--- config.mk ---
export PLATFORM = sky130hd
export DESIGN_NAME = zx_mem_pager
export DESIGN_NICKNAME = d
export VERILOG_FILES = /design/src/rtl/zx_pkg.sv /design/src/rtl/zx_wait_gen.sv /design/src/rtl/zx_mem_pager.sv
export SDC_FILE = /design/constraint.sdc
export NUM_CORES = 1
export LEC_CHECK = 0
export BUFFER_PORTS_ARGS = -buffer_cell sky130_fd_sc_hd__buf_2
export CORE_ASPECT_RATIO = 1.1
export CORE_MARGIN = 2
export CORE_UTILIZATION = 42
export CTS_CLUSTER_SIZE = 12
export DETAILED_ROUTE_END_ITERATION = 12
export GPL_ROUTABILITY_DRIVEN = 0
export MAX_ROUTING_LAYER = met4
export PLACE_DENSITY_LB_ADDON = 0.1
export REMOVE_ABC_BUFFERS = 1
export SETUP_SLACK_MARGIN = 0.3
export SYNTH_ARGS = -nofsm -noshare
export SYNTH_HDL_FRONTEND = slang
export SYNTH_SLANG_ARGS = --single-unit
--- constraint.sdc ---
create_clock -name clk_cpu -period 3.9 [get_ports clk_cpu]
set_input_delay 0.39 -clock clk_cpu [delete_from_list [all_inputs] [get_ports clk_cpu]]
set_output_delay 0.39 -clock clk_cpu [all_outputs]
set_load 0.05 [all_outputs]
--- src/rtl/zx_pkg.sv ---
// Shared types and constants for the ZX Spectrum memory pager:
// paging modes, region codes, SRAM sequencer states and bank helpers.
package zx_pkg;

  typedef enum logic [1:0] {
    MODE_48K  = 2'd0,
    MODE_128K = 2'd1,
    MODE_EXT  = 2'd2
  } zx_mode_e;

  typedef enum logic [1:0] {
    REGION_ROM  = 2'b00,
    REGION_VRAM = 2'b01,
    REGION_SRAM = 2'b10
  } zx_region_e;

  typedef enum logic [1:0] {
    IDLE   = 2'd0,
    WAIT   = 2'd1,
    ACCESS = 2'd2,
    HOLD   = 2'd3
  } zx_state_e;

  localparam logic [4:0]  BANK_SCREEN    = 5'd5;
  localparam logic [4:0]  BANK_SHADOW    = 5'd7;
  localparam logic [4:0]  BANK_MID       = 5'd2;
  // Only A[15] and A[1] take part in the 0x7FFD decode.
  localparam logic [15:0] PORT_7FFD_MASK = 16'h8002;

  function automatic logic is_vram_bank(input logic [4:0] bank);
    return (bank == BANK_SCREEN) || (bank == BANK_SHADOW);
  endfunction

  // Extended mode appends D[6] then D[7] above the classic D[2:0] bank field.
  function automatic logic [4:0] bank_from_data(input logic [7:0] d, input logic ext);
    return ext ? {d[7], d[6], d[2:0]} : {2'b00, d[2:0]};
  endfunction

endpackage

--- src/rtl/zx_wait_gen.sv ---
// External SRAM access sequencer: inserts nWAIT states on an SRAM memory
// cycle and issues a single-clock write strobe.
module zx_wait_gen
  import zx_pkg::*;
#(
  parameter int WAIT_CYCLES = 0
) (
  input  logic clk_i,
  input  logic reset_i,
  input  logic n_mreq_i,
  input  logic n_iorq_i,
  input  logic n_rd_i,
  input  logic n_wr_i,
  input  logic n_rfsh_i,
  input  logic sram_sel_i,
  output logic n_wait_o,
  output logic sram_we_o
);

  localparam logic [3:0] WAIT_LOAD = 4'(WAIT_CYCLES);
  localparam logic       HAS_WAIT  = (WAIT_CYCLES > 0);

  zx_state_e  state_q, state_d;
  logic [3:0] cnt_q, cnt_d;
  logic       n_wait_q, n_wait_d;
  logic       sram_we_q, sram_we_d;
  logic       mreq_prev_q;
  logic       start_s;

  // A colliding I/O cycle belongs to the port write, so it never starts an access.
  assign start_s = mreq_prev_q & ~n_mreq_i & n_rfsh_i & n_iorq_i & sram_sel_i;

  // Next-state, wait counter and write-strobe decode.
  always_comb begin
    state_d   = state_q;
    cnt_d     = cnt_q;
    sram_we_d = 1'b0;
    case (state_q)
      IDLE: begin
        if (start_s) begin
          cnt_d   = WAIT_LOAD;
          state_d = HAS_WAIT ? WAIT : ACCESS;
        end else begin
          state_d = IDLE;
        end
      end
      WAIT: begin
        cnt_d = cnt_q - 4'd1;
        if (cnt_q <= 4'd1) begin
          state_d = ACCESS;
        end else begin
          state_d = WAIT;
        end
      end
      ACCESS: begin
        if (!n_wr_i && n_rfsh_i) begin
          sram_we_d = 1'b1;
          state_d   = HOLD;
        end else if (!n_rd_i) begin
          state_d = HOLD;
        end else begin
          state_d = ACCESS;
        end
      end
      HOLD: begin
        if (n_mreq_i) begin
          state_d = IDLE;
        end else begin
          state_d = HOLD;
        end
      end
      default: begin
        state_d = IDLE;
      end
    endcase
    n_wait_d = (state_d != WAIT);
  end

  // Sequencer registers; nMREQ keeps being sampled in reset so release cannot fake an edge.
  always_ff @(posedge clk_i) begin
    if (reset_i) begin
      state_q     <= IDLE;
      cnt_q       <= 4'd0;
      n_wait_q    <= 1'b1;
      sram_we_q   <= 1'b0;
      mreq_prev_q <= n_mreq_i;
    end else begin
      state_q     <= state_d;
      cnt_q       <= cnt_d;
      n_wait_q    <= n_wait_d;
      sram_we_q   <= sram_we_d;
      mreq_prev_q <= n_mreq_i;
    end
  end

  assign n_wait_o  = n_wait_q;
  assign sram_we_o = sram_we_q;

endmodule

--- src/rtl/zx_mem_pager.sv ---
// ZX Spectrum memory pager: 0x7FFD paging register, address map to
// Flash/VRAM/SRAM, and the SRAM wait-state sequencer.
module zx_mem_pager
  import zx_pkg::*;
#(
  parameter int MODE        = 1,
  parameter int BANK_BITS   = 3,
  parameter int WAIT_CYCLES = 0
) (
  input  logic                  clk_cpu,
  input  logic                  reset,
  input  logic [15:0]           A,
  input  logic [7:0]            D,
  input  logic                  nMREQ,
  input  logic                  nIORQ,
  input  logic                  nRD,
  input  logic                  nWR,
  input  logic                  nM1,
  input  logic                  nRFSH,
  output logic                  nWAIT,
  output logic [14:0]           rom_addr,
  output logic [BANK_BITS+13:0] sram_addr,
  output logic                  sram_we,
  output logic [14:0]           vram_addr,
  output logic                  vram_we,
  output logic                  vram_shadow,
  output logic [1:0]            region
);

  localparam logic PAGING_EN = (MODE != int'(MODE_48K));
  localparam logic EXT_EN    = (MODE == int'(MODE_EXT));

  logic [BANK_BITS-1:0] bank_q, bank_d;
  logic                 screen_q, screen_d;
  logic                 rom_sel_q, rom_sel_d;
  logic                 lock_q, lock_d;
  logic                 io_prev_q;
  logic                 port_hit_s;
  logic                 port_load_s;
  logic [BANK_BITS-1:0] sel_bank_s;
  zx_region_e           region_s;
  logic                 sram_sel_s;

  assign port_hit_s  = ~nIORQ & ~nWR & nM1 & ((A & PORT_7FFD_MASK) == 16'h0000);
  assign port_load_s = port_hit_s & ~io_prev_q & ~lock_q & PAGING_EN;

  // Paging register next state: load only on the first clock of a port write.
  always_comb begin
    bank_d    = bank_q;
    screen_d  = screen_q;
    rom_sel_d = rom_sel_q;
    lock_d    = lock_q;
    if (port_load_s) begin
      bank_d    = BANK_BITS'(bank_from_data(D, EXT_EN));
      screen_d  = D[3];
      rom_sel_d = D[4];
      lock_d    = D[5];
    end else begin
      bank_d    = bank_q;
      screen_d  = screen_q;
      rom_sel_d = rom_sel_q;
      lock_d    = lock_q;
    end
  end

  // Paging register and port-decode edge history.
  always_ff @(posedge clk_cpu) begin
    if (reset) begin
      bank_q    <= '0;
      screen_q  <= 1'b0;
      rom_sel_q <= 1'b0;
      lock_q    <= 1'b0;
      io_prev_q <= 1'b0;
    end else begin
      bank_q    <= bank_d;
      screen_q  <= screen_d;
      rom_sel_q <= rom_sel_d;
      lock_q    <= lock_d;
      io_prev_q <= port_hit_s;
    end
  end

  // Address map: the top quarter follows the register, the middle quarters are fixed.
  always_comb begin
    sel_bank_s = '0;
    region_s   = REGION_ROM;
    case (A[15:14])
      2'b00:   sel_bank_s = '0;
      2'b01:   sel_bank_s = BANK_BITS'(BANK_SCREEN);
      2'b10:   sel_bank_s = BANK_BITS'(BANK_MID);
      2'b11:   sel_bank_s = PAGING_EN ? bank_q : '0;
      default: sel_bank_s = '0;
    endcase
    if (A[15:14] == 2'b00) begin
      region_s = REGION_ROM;
    end else if (is_vram_bank(5'(sel_bank_s))) begin
      region_s = REGION_VRAM;
    end else begin
      region_s = REGION_SRAM;
    end
  end

  assign sram_sel_s  = (region_s == REGION_SRAM);
  assign region      = region_s;
  assign rom_addr    = {rom_sel_q, A[13:0]};
  assign sram_addr   = {sel_bank_s, A[13:0]};
  assign vram_addr   = {sel_bank_s == BANK_BITS'(BANK_SHADOW), A[13:0]};
  assign vram_we     = ~nMREQ & ~nWR & nRFSH & (region_s == REGION_VRAM);
  assign vram_shadow = screen_q;

  zx_wait_gen #(
    .WAIT_CYCLES(WAIT_CYCLES)
  ) u_wait_gen (
    .clk_i     (clk_cpu),
    .reset_i   (reset),
    .n_mreq_i  (nMREQ),
    .n_iorq_i  (nIORQ),
    .n_rd_i    (nRD),
    .n_wr_i    (nWR),
    .n_rfsh_i  (nRFSH),
    .sram_sel_i(sram_sel_s),
    .n_wait_o  (nWAIT),
    .sram_we_o (sram_we)
  );

endmodule

==> impl_metrics.json <==
{
  "slew_headroom_pct": 68.9,
  "num_rows": 19,
  "synth_top_family_by_area": "buffers and inverters",
  "worst_setup_path_end_kind": "primary output",
  "totalPowerFinal_w": 0.000305,
  "grt_max_degree": 17,
  "cp_max_fo": 3,
  "fin_util_pct": 38.1,
  "layout.area.seq_um2": 320,
  "synth_edf_count": 0,
  "ctsRootBufferMaster": "clkbuf_4",
  "htreeDepth": 1,
  "post-cts-setup-buffers": 0,
  "start_util_pct": 43.3,
  "p_int_w": 0.000219,
  "pwr-share-clk_pct": 28.3,
  "ys_seq_area_share_pct": 30.2,
  "multi_input_area_um2": 379,
  "via_count": 697,
  "port_buffers": 30,
  "tritoncts": "yes",
  "fp.dieH_um": 56.7,
  "clk_latency_ns": 0.28,
  "holdCritPathClass": "input port to flip-flop",
  "power_density_mw_per_mm2": 326,
  "switching_share_pct": 28.2,
  "ff2ff_path_depth": 6,
  "dp_hpwl_um": 1740,
  "r2r_start": "u_wait_gen.cnt_q[0]",
  "vias_per_cell": 4.94,
  "power.net_switching_w": 0.0000859,
  "syn_inst": 122,
  "placed_area_um2": 911,
  "area_delta_synth_final_pct": -11.9,
  "postSynth.asyncResetShare_pct": 0,
  "slew_viol_final": 0,
  "cts_buffers": 3,
  "path_delay_family": "flip-flops",
  "power_frac_comb_pct": 16.5,
  "antenna_found_initial": 0,
  "yosys.area_share.simple_pct": 20.8,
  "startpoint_type": "flip-flop",
  "finalInstanceArea_um2": 933,
  "cellLeakagePower_nw": 0.454,
  "hold_end": "u_wait_gen.mreq_prev_q",
  "cp.required_ns": 3.51,
  "core_mm2": 0.00245,
  "synth_fa_ha_area_share_pct": 2.36,
  "cts_hold_buf": 0,
  "die_x_um": 51.9,
  "critPathBufInv": 2,
  "final.setup.tns_ns": 0,
  "yosys_warnings": 0,
  "worst_pin_slew_ns": 0.463,
  "grt.overflow.total": 0,
  "fmax_mhz": 527,
  "drive_above_1_share_pct": 33.6,
  "layout.nets": 146,
  "grt_pass1_wl_um": 3330,
  "ys.flop_type": "dfxtp_1",
  "holdPathStages": 1,
  "yosys_register_bits": 16,
  "hold_violations": 0,
  "cts_resized": 0,
  "route.detailed.drc": 0,
  "first_global_vias": 654,
  "rsz0062_at_grt": "false",
  "cap_violations": 0,
  "drtIter0Drc": 4,
  "fill_cells": 270,
  "crit_arrival_ns": 1.51,
  "setup_viol": 0,
  "clock-sinks": 16,
  "r2r_slack_ns": 2.51,
  "dr.pass1.iters": 4,
  "skew_ns": 0.00342,
  "cts_buffer_depth": 2,
  "antenna_cells": 0,
  "netlist_area_mm2": 0.00106,
  "slowest_delay_ns": 0.36,
  "synthMuxAreaShare_pct": 4.72,
  "synth_cell_types": 33,
  "ant_nets": 0,
  "crit_slowest_cell": "dfxtp_1",
  "grt_usage_pct": 15.9,
  "outcome": "finished, final reports clean",
  "synth_compound_gate_area_share_pct": 6.26,
  "worst-setup-path-type": "flip-flop to primary output",
  "routedWlPerCell_um": 15.4,
  "io_pins": 85,
  "timing.rr.end": "u_wait_gen.n_wait_o",
  "synth_area_per_cell_um2": 8.69,
  "die_area_mm2": 0.00294,
  "path_cells": "inv_1 -> a21boi_0 -> nand2_1 -> nor3_1 -> buf_2",
  "wl_um": 2170,
  "period_share_pct": 48.6,
  "post-route-min-period_ns": 1.90,
  "synth_xor_area_share_pct": 1.65,
  "cts.clk_slew.worst_paths_ns": 0.09,
  "hp-start": "nMREQ",
  "peakVddDrop_v": 0.000189,
  "pwr-share-seq_pct": 55.2
}
-- through the flow --
| step | hold WS (ns) | setup WS (ns) | cells |
|---|---|---|---|
| floorplan | 0.418 | 0.575 | 77 |
| global placement | 0.457 | 2.16 | 138 |
| detailed placement | 0.474 | 2.15 | 138 |
| CTS | 0.243 | 1.99 | 141 |
| global route | 0.249 | 1.87 | 141 |
| finish | 0.260 | 2.00 | 141 |
-- cell type report --
type / count / share of cell area [%]
sequential: 16 / 34.3
clock buffer: 3 / 2.41
timing repair buffer: 30 / 16.1
inverter: 6 / 2.41
tap: 31 / 4.16
multi-input combinational: 55 / 40.6
-- worst max path at each step --
stage	end	slack (ns)	cells past startpoint	start
finish	vram_we	2.00	5	bank_q[2]
global route	vram_we	1.87	5	bank_q[2]
CTS	vram_we	1.99	5	bank_q[2]
detailed placement	vram_we	2.15	5	A[15]
global placement	vram_we	2.16	5	A[15]
floorplan	vram_we	0.57	3	A[14]
-- power groups by stage --
stage / Sequential [W] / Clock [W] / Combinational [W]
after floorplan: 0.000173 / 0 / 0.0000239
after global placement: 0.000172 / 0 / 0.0000507
after detailed placement: 0.000172 / 0 / 0.0000510
after CTS: 0.000168 / 0.0000913 / 0.0000511
after global routing: 0.000169 / 0.0000978 / 0.0000545
final: 0.000168 / 0.0000861 / 0.0000504
-- synth_stat cells, types with 2 or more instances --
cell | number | share of area [%]
a21boi_0 | 2 | 1.4
a21oi_1 | 2 | 0.94
buf_4 | 43 | 30
dfxtp_1 | 16 | 30
ha_1 | 2 | 2.4
inv_1 | 6 | 2.1
mux2i_1 | 5 | 4.7
nand2_1 | 4 | 1.4
nand2b_1 | 2 | 1.2
nor2_1 | 9 | 3.2
nor2b_1 | 2 | 1.2
nor3_1 | 4 | 1.9
nor4_1 | 4 | 2.4
o31ai_1 | 2 | 1.4
-- registers in the layout, summed over array words and instances (netlist names) --
register,flops
u_wait_gen.mreq_prev_q,1
io_prev_q,1
bank_q,3
u_wait_gen.sram_we_o,1
rom_sel_q,1
u_wait_gen.cnt_q,4
u_wait_gen.state_q,2
lock_q,1
u_wait_gen.n_wait_o,1
vram_shadow,1
-- cells in the final DEF (no fill, tap or decap), drive strengths merged, types with 2 or more instances in the layout --
master  Yosys  routed
nor4        4       4
nor2b       2       2
a21oi       2       2
nor3        4       4
inv         6       6
dfxtp      16      16
o31ai       2       2
buf        44      30
a21boi      2       2
nand2b      3       3
and2        2       2
ha          2       2
clkbuf      1       3
mux2i       5       5
nand2       4       4
nor2        9       9
-- kinds of logic (layout without fill, tap and decap cells) --
family,count (synthesis),in the layout
AO/OA/AOI/OAI,9,9
XOR/XNOR,2,2
flip-flops,16,16
multiplexers,5,5
AND/OR/NAND/NOR,37,37
adder cells (fa/ha/maj),2,2
buffers and inverters,51,39
-- routing by layer --
| layer | wire, um | vias to the layer above | global-route usage, % |
|---|---|---|---|
| met5 | 0 | - | - |
| met4 | 19 | 0 | 6.77 |
| met3 | 356 | 2 | 11.7 |
| met2 | 856 | 45 | 18.4 |
| met1 | 933 | 308 | 20.1 |
| li1 | - | 342 | - |
Power figures use the tool's default switching activity.
